`config.mk`:
```
export PLATFORM = sky130hd
export DESIGN_NAME = spram_rr_arbiter
export DESIGN_NICKNAME = d
export VERILOG_FILES = /design/src/rtl/spram_rr_arbiter.sv
export SDC_FILE = /design/constraint.sdc
export NUM_CORES = 1
export LEC_CHECK = 0
export BUFFER_PORTS_ARGS = -buffer_cell sky130_fd_sc_hd__clkbuf_2
export CORE_AREA = 2 2 311 313
export CTS_CLUSTER_SIZE = 28
export DETAILED_ROUTE_END_ITERATION = 8
export DIE_AREA = 0 0 313 315
export PLACE_DENSITY = 0.3
export SYNTH_ARGS = -nofsm -noshare
export SYNTH_HDL_FRONTEND = slang
export SYNTH_SLANG_ARGS = --single-unit
```
`constraint.sdc`:
```
create_clock -name clk -period 1.4 [get_ports clk]
set_clock_uncertainty 0.05 [all_clocks]
set_input_delay 0.14 -clock clk [delete_from_list [all_inputs] [get_ports clk]]
set_output_delay 0.14 -clock clk [all_outputs]
set_load 0.01 [all_outputs]
```
`src/rtl/spram_rr_arbiter.sv`:
```
// Round-robin arbiter sharing one single-port RAM between requesters A and B,
// with an optional post-reset zero-fill of the whole RAM.
module spram_rr_arbiter #(
  parameter int unsigned WIDTH_DATA = 128,
  parameter int unsigned DEPTH      = 64,
  parameter int unsigned INIT_CLEAR = 1,
  localparam int unsigned AW        = $clog2(DEPTH)
) (
  input  logic                  clk,
  input  logic                  rst_n,
  input  logic                  a_req_valid,
  output logic                  a_req_ready,
  input  logic                  a_req_wen,
  input  logic [AW-1:0]         a_req_addr,
  input  logic [WIDTH_DATA-1:0] a_req_wdata,
  output logic                  a_rsp_valid,
  output logic [WIDTH_DATA-1:0] a_rsp_data,
  input  logic                  b_req_valid,
  output logic                  b_req_ready,
  input  logic                  b_req_wen,
  input  logic [AW-1:0]         b_req_addr,
  input  logic [WIDTH_DATA-1:0] b_req_wdata,
  output logic                  b_rsp_valid,
  output logic [WIDTH_DATA-1:0] b_rsp_data,
  output logic                  ram_wen,
  output logic [AW-1:0]         ram_addr,
  output logic [WIDTH_DATA-1:0] ram_wr_data,
  input  logic [WIDTH_DATA-1:0] ram_rd_data,
  output logic                  init_done
);

  typedef enum logic {StInit, StArb} state_e;

  state_e        state_q;
  logic [AW-1:0] init_cnt_q;
  logic          prio_q;  // 0: A wins a tie, 1: B wins a tie
  logic          a_rsp_valid_q, b_rsp_valid_q, init_done_q;
  logic          in_arb, grant_a, grant_b;

  always_comb begin
    in_arb      = (state_q == StArb);
    grant_a     = in_arb && a_req_valid && (!b_req_valid || !prio_q);
    grant_b     = in_arb && b_req_valid && (!a_req_valid || prio_q);
    ram_wen     = 1'b0;
    ram_addr    = '0;
    ram_wr_data = '0;
    if (!in_arb) begin
      ram_wen  = 1'b1;
      ram_addr = init_cnt_q;
    end else if (grant_a) begin
      ram_wen     = a_req_wen;
      ram_addr    = a_req_addr;
      ram_wr_data = a_req_wdata;
    end else if (grant_b) begin
      ram_wen     = b_req_wen;
      ram_addr    = b_req_addr;
      ram_wr_data = b_req_wdata;
    end
  end

  assign a_req_ready = grant_a;
  assign b_req_ready = grant_b;
  assign a_rsp_valid = a_rsp_valid_q;
  assign b_rsp_valid = b_rsp_valid_q;
  // RAM read data is only meaningful while the matching rsp_valid is high.
  assign a_rsp_data  = ram_rd_data;
  assign b_rsp_data  = ram_rd_data;
  assign init_done   = init_done_q;

  always_ff @(posedge clk) begin
    if (!rst_n) begin
      state_q       <= (INIT_CLEAR != 0) ? StInit : StArb;
      init_cnt_q    <= '0;
      prio_q        <= 1'b0;
      a_rsp_valid_q <= 1'b0;
      b_rsp_valid_q <= 1'b0;
      init_done_q   <= (INIT_CLEAR == 0);
    end else begin
      a_rsp_valid_q <= grant_a && !a_req_wen;
      b_rsp_valid_q <= grant_b && !b_req_wen;
      unique case (state_q)
        StInit: begin
          init_cnt_q <= init_cnt_q + AW'(1);
          if (init_cnt_q == AW'(DEPTH - 1)) begin
            state_q     <= StArb;
            init_done_q <= 1'b1;
          end
        end
        StArb: begin
          if (grant_a) begin
            prio_q <= 1'b1;
          end else if (grant_b) begin
            prio_q <= 1'b0;
          end
        end
        default: state_q <= StArb;
      endcase
    end
  end

endmodule
```
# Word-level counts from Yosys, hierarchy flattened
# Index checks and enable logic that the tools add are counted.
dict set report classes {
  muxes 13
  n_div 0
  reduce_logical 16
  n_eq_ne 1
  n_shift 0
  bitwise 1
  addsub 1
  multipliers 0
  n_lt_le_gt_ge 0
}
# operator count
set op_table {}
lappend op_table {{128-bit 2-to-1 mux} 3}
lappend op_table {{6-bit 2-to-1 mux} 3}
lappend op_table {{1-bit 2-to-1 mux} 7}
lappend op_table {{6-bit by 1-bit adder with 6-bit output (second input constant)} 1}
lappend op_table {{6-bit equality test (second input constant)} 1}
lappend op_table {{1-bit logical AND} 6}
lappend op_table {{1-bit zero test} 5}
lappend op_table {{2-bit AND reduction} 2}
lappend op_table {{1-bit logical OR} 2}
lappend op_table {{2-bit nonzero test} 1}
lappend op_table {{1-bit inverter} 1}
dict set report totals {
  elab_cells 38
  regBits 11
  ramBits 0
  out_inout_bits 396
  mem_bits_ro 0
  latch_bits 0
  n_memories 0
}

# Logic depth before layout (Yosys ltp)
# Gate-level depths: netlist of the first run.
dict set report depth {
  depth_word 6
  mapped_depth 5
}

# Least setup slack after synthesis of the first run
# OpenSTA, ideal clock, no wires.
dict set report synth_path {
  path_type {register -> output}
  from {reg prio_q}
  to {out ram_wr_data[118]}
  t_arrival_ps 1079
  required_ps 1210
  path_stages_with_launch 6
  slack_ps 131
  n_path_buf 2
  cell_sequence {dfxtp_1 -> inv_1 -> a21oi_2 -> buf_2 -> buf_2 -> a22o_1}
}
dict set report synth_via {
  elab_chain_cells 5
  elab_cells_between_ends 8
  classes_between {3 x mux; 5 x reduce/logical}
}
# element line_no
set synth_rtl {}
lappend synth_rtl {{start: declaration} 36} ;# logic prio_q;
lappend synth_rtl {{start signal: assignment} 74} ;# prio_q <= 1'b0;
lappend synth_rtl {{start signal: assignment} 91} ;# prio_q <= 1'b1;
lappend synth_rtl {{start signal: assignment} 93} ;# prio_q <= 1'b0;
lappend synth_rtl {{1-bit logical OR} 43} ;# grant_b = in_arb && b_req_valid && (!a_req_valid || prio_q);
lappend synth_rtl {{1-bit logical AND} 43}
lappend synth_rtl {{named net b_req_ready} 19} ;# output logic b_req_ready,
lappend synth_rtl {{128-bit 2-to-1 mux} 54} ;# end else if (grant_b) begin
lappend synth_rtl {{128-bit 2-to-1 mux} 50} ;# end else if (grant_a) begin
lappend synth_rtl {{128-bit 2-to-1 mux} 47} ;# if (!in_arb) begin
lappend synth_rtl {{end: declaration} 27} ;# output logic [WIDTH_DATA-1:0] ram_wr_data,
# The timed path passes the listed nets, and every way through them passes these cells.

# Worst setup path in the final report of the first run
dict set report layout_path {
  from {reg prio_q}
  to {out ram_wr_data[17]}
}
dict set report layout_via {
  elab_chain_cells 5
  elab_cells_between_ends 8
  classes_between {3 x mux; 5 x reduce/logical}
}
# element line_no
set layout_rtl {}
lappend layout_rtl {{1-bit logical OR / 1-bit zero test (equally long branches)} {43, 42}}
lappend layout_rtl {{1-bit logical AND / 1-bit logical OR (equally long branches)} {43, 42}}
lappend layout_rtl {{128-bit 2-to-1 mux / 1-bit logical AND (equally long branches)} {54, 42}}
lappend layout_rtl {{128-bit 2-to-1 mux *} 50}
lappend layout_rtl {{128-bit 2-to-1 mux *} 47}
# Mark *: on every way between the ends. The rest lies on a longest branch, timed or not.

==> run_results.csv, run 1 <==
group,metric,value,unit
critical_path,cp_max_fo,9,
min_path,hp-start,"b_req_wen",
timing,rsz0062_at_grt,"yes",
die,ios,798,
logic_synthesis,ys_async_sr_fraction,0,%
routing,drt_iter0_markers,175,
placed_design,hpwlAfterDp,38900,um
placed_design,dpl_cell_area,5980,um2
timing,worstMarginPinSlew,0.257,ns
power,p_leak,3.30,nW
timing,drv_slew,0,
run_status,status,"finished with violations",
placed_design,routabilityCongestion,0.824,
critical_path,critical_path_class,"reg -> out",
logic_synthesis,yosysMostFrequentCell,"buf_4",
routing,antenna_left,0,
run_status,violations,"setup timing",
critical_path,timing.rr.end,"a_rsp_valid",
cts,cts_hold_buf,0,
routing,drcViolationCount,0,
die,dieArea,98600,um2
timing,hold-worst-slack,0.162,ns
finish,final_area,7130,um2
logic_synthesis,synth_commonest_cells,"buf_4 (261), a22o_1 (128), buf_2 (26)",
logic_synthesis,ys_warn_count,0,
timing,fin_setup_tns,-52.22,ns
critical_path,cpPeakStageDelay,0.37,ns
timing,setup_slack,-0.470,ns
critical_path,start_kind,"flop",
grt,gr-usage-all-layers,8.52,%
logic_synthesis,synth_top_cell_by_area,"buf_4",
timing,fin_crit_sh,134,%
logic_synthesis,yosys-top-cells-area,"buf_4 (52%), a22o_1 (30%), dfxtp_1 (5.8%)",
logic_synthesis,syn_nets,878,
critical_path,crit_buf_inv,4,
logic_synthesis,synth_edf_count,0,
finish,drive_gt1_share,77.5,%
grt,grt_pass1_vias,4744,
timing,clock.fmax,535,MHz
cts,cts.clk_slew.worst_paths,0.04,ns
critical_path,timing.rr.start,"in_arb",
run,cap_viol_max_count,0,
cts,cts_tree,"done",
timing,period_minus_slack,1.87,ns
power,power.density,206,nW/um2
power,peakVddDrop,0.000263,V
routing,drt_first_pass_iters,4,
die,start_util,3.94,%
placed_design,io_buffer_count,413,
critical_path,path_cells,"inv_4 > a21oi_4 > buf_6 > bufbuf_16 > a22o_1 > clkbuf_2",
routing,via_count,4532,
cts,clockRootBuffer,"clkbuf_16",
grt,grt_pass1_wl,53200,um
timing,slew_headroom,82.9,%
die,die_y,315,um
die,die_w,313,um
min_path,hp-class,"in -> reg",
timing,setup_viol,137,
min_path,min_to,"b_rsp_valid",
critical_path,crit_required,1.21,ns
min_path,holdPathStages,2,
timing,finalHoldViolCount,0,
die,fp-row-count,114,
critical_path,timing.reg2reg.setup_slack,0.02,ns
finish,fillers,11200,
routing,wire_per_inst,22.9,um
finish,nets,1084,
die,coreArea,95700,um2
logic_synthesis,syn_inst,475,
critical_path,cp_top_family,"buffers and inverters",
grt,grt_max_degree,20,
grt,antenna_found_initial,23,
logic_synthesis,synth.yosys.seq_area_share,5.84,%
logic_synthesis,synth_top_area_share,51.9,%
cts,htree_levels,1,
cts,clockBufferDepth,2,
cts,clock-sinks,11,
grt,gr-total-overflow,0,
critical_path,slowest_stage,"dfxtp_4",
logic_synthesis,synthDistinctLibCells,27,
routing,vias_per_cell,2.31,
logic_synthesis,syn_area,3770,um2
routing,finalWirelength,45000,um
critical_path,worstRegToRegCells,6,
power,finalPower,1.47,mW
critical_path,critPathCaptureType,"output pin",
cts,clk_latency,0.24,ns
logic_synthesis,synth-seq-cells,11,
logic_synthesis,synth_ff_type,"dfxtp_1",
critical_path,worst_ep_arrival_time,1.68,ns
finish,area_growth,88.9,%
cts,cts_buffers,3,
logic_synthesis,postSynthAreaPerCell,7.94,um2
==> worst max path at each step <==
stage          startpoint          endpoint  slack [ns]  cells past startpoint
2_1_floorplan      prio_q  ram_wr_data[118]        0.13                      5
4_1_cts            in_arb    ram_wr_data[8]       -0.47                      7
5_1_grt            prio_q   ram_wr_data[17]       -0.51                      6
6_report           prio_q   ram_wr_data[17]       -0.47                      6
3_5_place_dp       in_arb   ram_wr_data[54]       -0.33                      6
3_3_place_gp       in_arb   ram_wr_data[54]       -0.35                      6
==> flip-flops by register name (all words and copies together), names as in the netlist <==
name / flops
a_rsp_valid: 1
init_cnt_q: 6
init_done: 1
b_rsp_valid: 1
prio_q: 1
in_arb: 1
==> cell type report <==
type                       count  area (um2)  share of cell area (%)
multi-input combinational    173        1710                    23.9
timing repair buffer         489        3480                    48.9
antenna                        9        22.5                   0.316
sequential                    11         225                    3.16
tap                         1276        1600                    22.4
inverter                       3        13.8                   0.193
clock buffer                   4        78.8                    1.11
==> cell families (layout without fill, tap and decap cells) <==
kind of cell	Yosys count	after routing	synth area share [%]
compound gates	143	143	33.0
other cells	0	9	0
xor+xnor	2	2	0.464
flops	11	11	5.84
mux	2	2	0.531
buf+inv	291	496	55.8
fa+ha+maj	1	1	0.332
simple gates	25	25	4.01
==> what timing repair did <==
item                                    in CTS  in global routing
gates resized for setup                     87                 99
buffers inserted                             9                  9
gates cloned                                 8                  4
pin swaps                                   25                 21
endpoints found under the setup margin     138                139
==> per-stage QoR <==
stage	worst slack (ns)	std cells	util (%)
6_report	-0.470	1965	7.45
5_1_grt	-0.511	1958	7.43
4_1_cts	-0.471	1945	7.06
3_5_place_dp	-0.331	1924	6.24
3_3_place_gp	-0.348	1924	6.24
2_1_floorplan	0.131	475	-
==> metal layers <==
metal	GRT usage [%]	part of all wire [%]	vias up
met5	0.870	0.59	-
met4	3.52	4.5	26
met3	5.03	14	118
met2	12.5	41	528
met1	9.91	40	1998
li1	-	-	1862
==> layout by cell type, fill, tap and decap left out, types with 3 or more instances in the layout <==
cell type	instances
a221o_1	7
a22o_1	100
a22o_4	27
buf_12	21
buf_16	7
buf_2	35
buf_4	34
buf_6	33
buf_8	8
clkbuf_16	7
clkbuf_2	335
clkbuf_8	9
dfxtp_1	9
diode_2	9
nor2_1	3
nor2b_1	7
o21a_1	3
==> power breakdown <==
group / leakage (nW) / total (mW) / switching [mW] / internal, mW
Clock: 0.0382 / 0.520 / 0.138 / 0.382
Combinational: 3.17 / 0.622 / 0.317 / 0.305
Sequential: 0.0905 / 0.327 / 0.00669 / 0.320
Total: 3.30 / 1.47 / 0.462 / 1.01
(Power assumes the default switching activity.)
==> run 2, diff against run 1 <==
BUFFER_PORTS_ARGS = not set   (was -buffer_cell sky130_fd_sc_hd__clkbuf_2)
DONT_BUFFER_PORTS = 1   (was not set)
==> run 2 against run 1 <==
The flow still finishes with violations (setup timing). Utilization decreased by 0.41 points. Critical path depth rose by 2. Fmax down 4.0%. Hold slack worse by 0.15 ns. Total power down 37%. Clock-buffer cell count did not move. Critical path type unchanged. Critical endpoint is now ram_wr_data[58]. Largest cell class is now multi-input gates.
==> run_results.csv, run 2 (synthesis results as in run 1) <==
group,metric,value,unit
die,die_w,313,um
placed_design,io_buffer_count,0,
routing,drt_iter0_markers,116,
finish,fillers,11100,
critical_path,startpoint,"prio_q",
grt,gr-total-overflow,0,
die,ios,798,
placed_design,dpl_cell_area,4540,um2
placed_design,pre_cts_ws,-0.700,ns
cts,cts_buffers,3,
timing,worstMarginPinSlew,0.368,ns
power,power.density,137,nW/um2
run_status,violations,"setup timing",
routing,via_count,3249,
finish,layout_commonest_cell,"a22o_4",
run_status,status,"finished with violations",
timing,setup_viol,137,
power,p_leak,2.44,nW
cts,clockRootBuffer,"clkbuf_16",
run,cap_viol_max_count,0,
routing,finalWirelength,45500,um
cts,clk_latency,0.24,ns
critical_path,start_kind,"flop",
finish,area_growth,78.4,%
timing,slew_headroom,75.4,%
cts,cts_tree,"done",
grt,antenna_found_initial,13,
critical_path,critPathCaptureType,"output pin",
grt,grt_pass1_wl,48600,um
placed_design,routabilityCongestion,0.807,
timing,finalHoldViolCount,0,
routing,drcViolationCount,0,
die,dieArea,98600,um2
routing,antenna_left,0,
die,die_y,315,um
critical_path,timing.rr.start,"prio_q",
die,fp-row-count,114,
cts,htree_levels,1,
die,start_util,3.94,%
critical_path,critical_path_class,"reg -> out",
timing,drv_slew,0,
critical_path,crit_required,1.21,ns
cts,clockBufferDepth,2,
finish,regArea,225,um2
routing,drt_first_pass_iters,4,
cts,cts.clk_slew.worst_paths,0.04,ns
timing,period_minus_slack,1.95,ns
critical_path,cp_max_fo,6,
placed_design,hpwlAfterDp,34200,um
routing,vias_per_cell,2.05,
timing,clock.fmax,513,MHz
min_path,hp-start,"rst_n",
finish,final_area,6730,um2
grt,grt_pass1_vias,3325,
grt,grt_max_degree,30,
timing,rsz0062_at_grt,"yes",
routing,wire_per_inst,28.6,um
finish,multi_input_area,2500,um2
timing,setup_slack,-0.548,ns
min_path,hp-class,"in -> reg",
finish,regMostFlops,"init_cnt_q",
grt,gr-usage-all-layers,8.03,%
finish,drive_gt1_share,78.5,%
timing,fin_crit_sh,139,%
power,peakVddDrop,0.000584,V
die,coreArea,95700,um2
cts,clock-sinks,11,
finish,nets,711,
finish,largest_reg_flops,6,
critical_path,worst_ep_arrival_time,1.76,ns
finish,layout_common_cells,"a22o_4 (117), buf_12 (68), clkbuf_16 (15)",
## run 2: critical path: stages (launching register included)
cell	delay (ns)
dfxtp_2	0.34
buf_6	0.11
a21oi_4	0.06
buf_12	0.13
buf_12	0.12
buf_4	0.14
buf_16	0.15
a22o_4	0.30
buf_12	0.14
## run 2: stage by stage
| stage | total power, mW | utilization (%) | hold WS [ns] | std cells | TNS (ns) |
|---|---|---|---|---|---|
| floorplan | 1.12 | - | 0.242 | 475 | 0 |
| global placement | 0.378 | 4.75 | 0.218 | 1535 | -35.85 |
| detailed placement | 0.379 | 4.75 | 0.220 | 1535 | -28.22 |
| CTS | 0.927 | 6.32 | 0.00686 | 1563 | -62.95 |
| global route | 0.955 | 7.02 | 0.00344 | 1585 | -60.51 |
| finish | 0.924 | 7.03 | 0.00796 | 1588 | -55.46 |
## run 2: final cells by class
cell class                 count  share of cell area, %
sequential                    11                   3.35
tap                         1276                   23.7
clock buffer                   4                   1.17
antenna                        5                  0.186
timing repair buffer         116                   34.2
inverter                       3                  0.167
multi-input combinational    173                   37.2
## run 2: repair_timing
item	CTS	global route
cloned	13	14
hold buffers	2	0
hold endpoints to repair	6	0
gates resized for setup	137	46
setup endpoints to repair	137	137
buffers inserted	10	10
pin swaps	43	39
## run 2: path summary, 6_finish.rpt
check | slack, ns | endpoint | cells after the start
worst min-delay path | 0.008 | init_cnt_q[5] | 2
worst min register to register | 0.47 | init_cnt_q[5] | 2
worst max register to register | 0.10 | a_rsp_valid | 5
worst max-delay path | -0.55 | ram_wr_data[58] | 8
## run 2: power breakdown
part | internal, mW | total, mW | leakage, nW | switching (mW)
registers | 0.320 | 0.326 | 0.0905 | 0.00682
clock network | 0.384 | 0.543 | 0.0382 | 0.159
logic | 0.0270 | 0.0547 | 2.31 | 0.0276
total | 0.731 | 0.924 | 2.44 | 0.193
## run 2: metal layers
layer | up-vias | global-route usage (%) | wire length, um
li1 | 1120 | - | -
met2 | 486 | 12.8 | 19300
met4 | 16 | 3.56 | 2990
met1 | 1474 | 7.70 | 15200
met5 | - | 0 | 107
met3 | 153 | 6.16 | 7870
